==> src/rtl/drum_sample_player.sv <==
// -----------------------------------------------------------------------------
// drum_sample_player
//
// Plays back a drum/cymbal sample stored in an on-chip single-port RAM. When
// triggered, the block reads one word per audio sample tick and scales it by
// an 8-bit unsigned gain (128 = unity) with saturation. Each result goes
// downstream over a valid/ready handshake.
//
// Memory timing: the RAM registers its address when chipselect and clken are
// high, and its q output is not registered. Data for the address presented in
// FETCH can therefore be read during the following CAPTURE cycle.
//
// Ports:
//   clk            system clock
//   reset_n        asynchronous active-low reset (synchronous release upstream)
//   trigger        single-cycle start/restart pulse
//   gain[7:0]      unsigned gain, 128 = unity; sampled only on a trigger cycle
//   sample_tick    single-cycle audio-rate strobe
//   mem_address    word address to the sample memory (BASE_ADDR + ptr)
//   mem_chipselect memory select, high only in FETCH
//   mem_clken      memory clock enable, high only in FETCH
//   mem_readdata   memory read data, valid the cycle after FETCH
//   out_sample     scaled, saturated sample
//   out_valid      out_sample valid; held until out_ready
//   out_ready      downstream accepts the current beat
//   busy           playback active (not IDLE)
//   done           one-cycle pulse, registered, in the cycle after the last
//                  sample is accepted
//   overrun_cnt    saturating count of sample_ticks dropped while a beat was
//                  still in flight
// -----------------------------------------------------------------------------
module drum_sample_player #(
    parameter int ADDR_W     = 16,
    parameter int DATA_W     = 16,
    parameter int BASE_ADDR  = 0,
    parameter int SAMPLE_LEN = 48384
) (
    input  logic              clk,
    input  logic              reset_n,
    input  logic              trigger,
    input  logic [7:0]        gain,
    input  logic              sample_tick,
    output logic [ADDR_W-1:0] mem_address,
    output logic              mem_chipselect,
    output logic              mem_clken,
    input  logic [DATA_W-1:0] mem_readdata,
    output logic [DATA_W-1:0] out_sample,
    output logic              out_valid,
    input  logic              out_ready,
    output logic              busy,
    output logic              done,
    output logic [7:0]        overrun_cnt
);

    // Pointer width is just wide enough to reach SAMPLE_LEN-1.
    localparam int PTR_W = (SAMPLE_LEN > 1) ? $clog2(SAMPLE_LEN) : 1;
    localparam logic [PTR_W-1:0]  LAST_PTR = PTR_W'(SAMPLE_LEN - 1);
    localparam logic [ADDR_W-1:0] BASE_A   = ADDR_W'(BASE_ADDR);

    // Product width: DATA_W signed data times a 9-bit non-negative gain.
    localparam int PW = DATA_W + 9;
    localparam logic signed [PW-1:0] SAT_MAX = {{10{1'b0}}, {(DATA_W-1){1'b1}}};
    localparam logic signed [PW-1:0] SAT_MIN = {{10{1'b1}}, {(DATA_W-1){1'b0}}};

    typedef enum logic [2:0] {
        S_IDLE,
        S_WAIT_TICK,
        S_FETCH,
        S_CAPTURE,
        S_OUT
    } state_t;

    state_t            r_state;
    state_t            w_state_nxt;

    logic [PTR_W-1:0]  r_ptr;
    logic [7:0]        r_gain;
    logic [7:0]        r_gain_pend;
    logic              r_restart_pend;
    logic [DATA_W-1:0] r_out_sample;
    logic              r_done;
    logic [7:0]        r_overrun;

    logic              w_accept;
    logic              w_last;
    logic              w_restart;
    logic              w_tick_drop;

    logic signed [PW-1:0] w_data_ext;
    logic signed [PW-1:0] w_gain_ext;
    logic signed [PW-1:0] w_prod;
    logic signed [PW-1:0] w_scaled;
    logic [DATA_W-1:0]    w_sat;

    // -------------------------------------------------------------------------
    // Control decodes
    // -------------------------------------------------------------------------
    assign w_accept = (r_state == S_OUT) && out_ready;
    assign w_last   = (r_ptr == LAST_PTR);

    // A restart starts playback at word 0. A trigger outside OUT aborts at
    // once. In OUT the current beat is never retracted, so the restart waits
    // for acceptance. The trigger can arrive on the acceptance cycle or it can
    // already be pending.
    assign w_restart = (trigger && (r_state != S_IDLE) && (r_state != S_OUT))
                     || (trigger && r_state == S_IDLE)
                     || (w_accept && (trigger || r_restart_pend));

    // Ticks are expected only in WAIT_TICK. A tick in IDLE is ignored silently.
    // A tick while a beat is in flight is counted as an overrun.
    assign w_tick_drop = sample_tick
                       && (r_state != S_IDLE)
                       && (r_state != S_WAIT_TICK);

    // -------------------------------------------------------------------------
    // Gain arithmetic: (data * {0,gain}) >>> 7, saturated to DATA_W
    // -------------------------------------------------------------------------
    assign w_data_ext = {{9{mem_readdata[DATA_W-1]}}, mem_readdata};
    assign w_gain_ext = {{(PW-8){1'b0}}, r_gain};
    assign w_prod     = w_data_ext * w_gain_ext;
    assign w_scaled   = w_prod >>> 7;

    always_comb begin
        if (w_scaled > SAT_MAX) begin
            w_sat = SAT_MAX[DATA_W-1:0];
        end else if (w_scaled < SAT_MIN) begin
            w_sat = SAT_MIN[DATA_W-1:0];
        end else begin
            w_sat = w_scaled[DATA_W-1:0];
        end
    end

    // -------------------------------------------------------------------------
    // FSM: state register
    // -------------------------------------------------------------------------
    // NOTE: sequential state uses non-blocking (<=) so every flop samples
    // pre-edge values; blocking here would create order-dependent races.
    always_ff @(posedge clk or negedge reset_n) begin
        if (!reset_n) begin
            r_state <= S_IDLE;
        end else begin
            r_state <= w_state_nxt;
        end
    end

    // -------------------------------------------------------------------------
    // FSM: next-state logic
    // -------------------------------------------------------------------------
    // NOTE: default assignment first so every path drives w_state_nxt and no
    // latch is inferred.
    always_comb begin
        w_state_nxt = r_state;
        unique case (r_state)
            S_IDLE: begin
                if (trigger) w_state_nxt = S_WAIT_TICK;
            end
            S_WAIT_TICK: begin
                // A trigger here only relatches gain and pointer. It
                // overrides a coincident tick.
                if (!trigger && sample_tick) w_state_nxt = S_FETCH;
            end
            S_FETCH: begin
                w_state_nxt = trigger ? S_WAIT_TICK : S_CAPTURE;
            end
            S_CAPTURE: begin
                // Abort discards the word currently on mem_readdata.
                w_state_nxt = trigger ? S_WAIT_TICK : S_OUT;
            end
            S_OUT: begin
                if (w_accept) begin
                    if (trigger || r_restart_pend) begin
                        w_state_nxt = S_WAIT_TICK;
                    end else if (w_last) begin
                        w_state_nxt = S_IDLE;
                    end else begin
                        w_state_nxt = S_WAIT_TICK;
                    end
                end
            end
            default: w_state_nxt = S_IDLE;
        endcase
    end

    // -------------------------------------------------------------------------
    // FSM: outputs decoded from state
    // -------------------------------------------------------------------------
    always_comb begin
        mem_chipselect = 1'b0;
        mem_clken      = 1'b0;
        out_valid      = 1'b0;
        busy           = 1'b1;
        unique case (r_state)
            S_IDLE:      busy = 1'b0;
            S_FETCH: begin
                mem_chipselect = 1'b1;
                mem_clken      = 1'b1;
            end
            S_OUT:       out_valid = 1'b1;
            default: ;
        endcase
    end

    // The address follows ptr at all times. The RAM samples it only in FETCH.
    // ptr is 0 in reset, so the address idles at BASE_ADDR.
    assign mem_address = BASE_A + ADDR_W'(r_ptr);

    // -------------------------------------------------------------------------
    // Datapath registers
    // -------------------------------------------------------------------------
    always_ff @(posedge clk or negedge reset_n) begin
        if (!reset_n) begin
            r_ptr          <= '0;
            r_gain         <= 8'd128;
            r_gain_pend    <= 8'd128;
            r_restart_pend <= 1'b0;
            r_out_sample   <= '0;
            r_done         <= 1'b0;
            r_overrun      <= 8'd0;
        end else begin
            // Pointer and active gain
            if (w_restart) begin
                r_ptr <= '0;
                // A trigger on this cycle supplies the gain directly.
                // Otherwise the restart was pending and uses the gain
                // stored at that trigger.
                r_gain <= trigger ? gain : r_gain_pend;
            end else if (w_accept && !w_last) begin
                r_ptr <= r_ptr + 1'b1;
            end

            // Deferred restart for a trigger seen while a beat waits in OUT
            if (w_accept) begin
                r_restart_pend <= 1'b0;
            end else if (trigger && r_state == S_OUT) begin
                r_restart_pend <= 1'b1;
                r_gain_pend    <= gain;
            end

            if (r_state == S_CAPTURE && !trigger) begin
                r_out_sample <= w_sat;
            end

            // A restart takes priority over completion.
            r_done <= w_accept && w_last && !trigger && !r_restart_pend;

            if (w_tick_drop && r_overrun != 8'hFF) begin
                r_overrun <= r_overrun + 8'd1;
            end
        end
    end

    assign out_sample  = r_out_sample;
    assign done        = r_done;
    assign overrun_cnt = r_overrun;

endmodule

==> config.mk <==
export PLATFORM = sky130hd
export DESIGN_NAME = drum_sample_player
export DESIGN_NICKNAME = d
export VERILOG_FILES = /design/src/rtl/drum_sample_player.sv
export SDC_FILE = /design/constraint.sdc
export NUM_CORES = 1
export LEC_CHECK = 0
export BUFFER_PORTS_ARGS = -buffer_cell sky130_fd_sc_hd__buf_2
export CORE_UTILIZATION = 50
export DETAILED_ROUTE_END_ITERATION = 12
export GPL_TIMING_DRIVEN = 0
export PLACE_DENSITY = 0.71
export SYNTH_ARGS = -nofsm -noshare
export SYNTH_HDL_FRONTEND = slang
export SYNTH_SLANG_ARGS = --single-unit
==> constraint.sdc <==
create_clock -name clk -period 12.6 [get_ports clk]
set_clock_uncertainty 0.05 [all_clocks]
set_input_delay 2.52 -clock clk [delete_from_list [all_inputs] [get_ports clk]]
set_output_delay 2.52 -clock clk [all_outputs]
set_load 0.05 [all_outputs]
==> metrics.md <==
| Metric | Value |
|---|---|
| Reg2reg end | out_sample[11] |
| Initial core utilization | 51.3% |
| Global-route wire length before repair | 28700 µm |
| CP delay by family, top | adder cells |
| Fin. Hold Viols | 0 |
| Non-filler cells, final | 1094 |
| Worst Hold Path EP | out_sample[15] |
| Max-cap violations | 0 |
| P&R area growth vs syn | 12.3% |
| YS warnings | 0 |
| Origin of the critical flop-to-flop path | r_gain[2] |
| ANT cells | 0 |
| # rows | 44 |
| Cells on worst reg2reg path | 20 |
| Post-DP HPWL | 13300 µm |
| Die width | 124 µm |
| Hold Startpoint | out_sample[15] |
| Worst path max stage delay | 0.62 ns |
| Worst R2R Setup Slack | 6.49 ns |
| Area share of the largest cell type after synthesis | 27.1% |
| Mux contribution to synthesized area | 2.28% |
| DRC viols | 0 |
| Worst Path Class, Setup | input pin to flop |
| Core Box Area | 14500 µm² |
| Largest net degree at the start of global routing | 62 |
| Highest metal used | met4 |
| IO buf count | 72 |
| LEAKAGE | 4.38 nW |
| Post-DR wirelength/cell | 15.6 µm |
| Die Area | 15400 µm² |
| Adder-Cell Fraction of Synth Area | 35.2% |
| Synthesized area | 7450 µm² |
| Min Tclk post-route | 7.46 ns |
| CTS Sinks | 61 |
| CP Launch Type | input pin |
| Routability congestion estimate from global placement | 0.879 |
| Clk slew on worst S/H paths | 0.05 ns |
| Fraction of layout cells with a size suffix above 1 | 13.4% |
| Post-synthesis cell count | 822 |
| Synth area leader | fa_1 |
| Outcome | finished, final reports clean |
| Setup Buffers After CTS | 0 |
| Worst path required time | 12.74 ns |
| CP Max Fanout | 10 |
| Worst Path Arrival | 7.60 ns |
| Ranking of synthesized cells by area | fa_1 (27%), dfrtp_1 (20%), ha_1 (8.1%) |
| Clock Tree Buf Depth | 2 |
| HP Class | flop to flop |
| Worst skew pair latency | 0.33 ns |
| Worst VDD drop | 0.000169 V |
| Via/cell ratio | 5.31 |
| CP Capture Type | flop |
| Sequential share of the synthesized area | 20.5% |
| Post-cts gate resize count | 0 |
| Final ANT Viol Nets | 0 |
| Worst-margin pin slew | 0.763 ns |
| Top post-synthesis cells by count | inv_1 (156), fa_1 (101), nand2_1 (94), and2_1 (73), dfrtp_1 (59) |
| Simple-gate share of the synthesized area | 19.6% |
| Hold buffer count at CTS | 0 |
| PwrDens | 266 nW/µm² |
| Total GRT Usage | 24.6% |
| # setup viols final | 0 |
| Cell variety after synth | 57 |
| Main combinational cell family by area after synthesis | adder cells |
| WP buf/inv | 6 |
| Complex-gate fraction of the synthesized area | 7.91% |
| Die H | 124 µm |
| Hold Path Depth | 1 |
| Vias in the first global route | 5894 |
| CTS tree | yes |
| Drt pass-1 iters | 5 |
| DR iter-0 viols | 327 |
| Ys flop type | dfrtp_1 |
| Period Utilization, post-route | 59.2% |
| Met2 Routed Length | 8460 µm |
| Count leader, synth | inv_1 |
| CP max-delay cell | fa_1 |
| Root Driver | clkbuf_16 |
| Placed Cells | 1078 |
| Max-slew headroom | 49.1% |
| WL met1 | 7660 µm |
| Number of nets in the layout | 1083 |
| Top-Level Pins | 74 |
| Number of synthesized flops with an enable pin | 0 |
| Slew Limit Fails | 0 |
| Met3 WL post-DR | 771 µm |
| Async SR Flop Fraction | 100% |
| CTS Buf Count | 9 |
| Final wirelength | 17100 µm |
| Syn Nets | 1000 |
| Max Freq | 134 MHz |
| #FFs+latches synth | 61 |
| XOR/XNOR Fraction of Synth Area | 4.94% |
| RSZ-0062 raised after global routing | no |
| GR Overflow Total | 0 |
| Avg Cell Area, Syn | 9.06 µm² |
| Via count | 5806 |
| Crit path cell chain | buf_2, and2_1, fa_1, inv_1, fa_1, inv_1, fa_1, inv_1, fa_1, inv_1, ha_1, a21oi_1, o21ai_0, a221o_1, a211oi_1, xor2_1, nand4_2, nand3_2, buf_6, o2111ai_2 |
| Setup TNS | 0 ns |
| Antenna violations before repair | 0 |
| CTS HTree Levels | 3 |
layer usage:
layer	up-vias	GRT usage, %
met5	-	0
li1	2762	-
met4	0	4.17
met1	2894	33.5
met3	18	3.80
met2	132	41.8
how the worst max path moves through the flow:
stage                                start             end  slack, ns  cells past startpoint
after detailed placement  mem_readdata[15]  out_sample[11]       4.81                     21
after global placement    mem_readdata[15]  out_sample[11]       4.86                     20
after CTS                 mem_readdata[15]  out_sample[11]       5.13                     20
after global routing      mem_readdata[15]  out_sample[11]       4.78                     21
final                     mem_readdata[15]  out_sample[11]       5.14                     20
after floorplan           mem_readdata[15]  out_sample[11]       5.42                     18
per-stage QoR:
| step | worst slack [ns] | total power [mW] | area (µm²) | utilization (%) | hold slack [ns] |
|---|---|---|---|---|---|
| floorplan | 5.42 | 1.58 | 7450 | - | 0.430 |
| global placement | 4.86 | 1.93 | 8040 | 55.3 | 0.417 |
| detailed placement | 4.81 | 1.95 | 8040 | 55.3 | 0.430 |
| CTS | 5.13 | 2.23 | 8370 | 57.6 | 0.446 |
| global route | 4.78 | 2.46 | 8370 | 57.6 | 0.463 |
| finish | 5.14 | 2.23 | 8370 | 57.6 | 0.441 |
power breakdown:
group / internal [mW] / leakage, nW / switching (mW)
logic: 0.622 / 3.43 / 1.07
clock network: 0.175 / 0.158 / 0.0909
registers: 0.238 / 0.790 / 0.0333
total: 1.03 / 4.38 / 1.19
layout by cell type (no fill, tap or decap), types with 3 or more instances in the layout:
cell type	instances
nand3_1	31
nor3_1	7
mux2_2	8
inv_1	156
o2111ai_1	4
dfrtp_1	59
nand4_1	14
clkbuf_16	9
buf_2	78
a21oi_1	38
nor2_1	36
a21o_1	5
and2_1	73
fa_1	101
xor2_1	18
buf_4	3
nand2_1	94
o21ai_0	7
or3_1	3
a31oi_1	3
and3_1	10
ha_1	48
clkbuf_1	17
mux2i_1	8
o21bai_1	3
xnor2_1	24
o21a_1	6
kinds of logic after synthesis:
group,count (synthesis)
buf+inv,183
xor+xnor,42
simple gates,285
fa+ha+maj,149
mux,16
flops,61
compound gates,86
final cells by class:
class,instances,area (µm²)
Buffer,27,125
Clock buffer,10,229
Clock inverter,6,95.1
Fill cell,1349,6170
Inverter,156,586
Multi-Input combinational cell,578,5210
Sequential cell,61,1530
Tap cell,184,230
Timing Repair Buffer,72,363
sequential cells by signal (all words and copies together), names as in the netlist:
| signal | count |
|---|---|
| r_ptr | 16 |
| overrun_cnt | 8 |
| r_gain | 8 |
| done | 1 |
| r_restart_pend | 1 |
| out_sample | 16 |
| r_state | 3 |
| r_gain_pend | 8 |
Note: power is estimated with default switching activity, not from simulation.
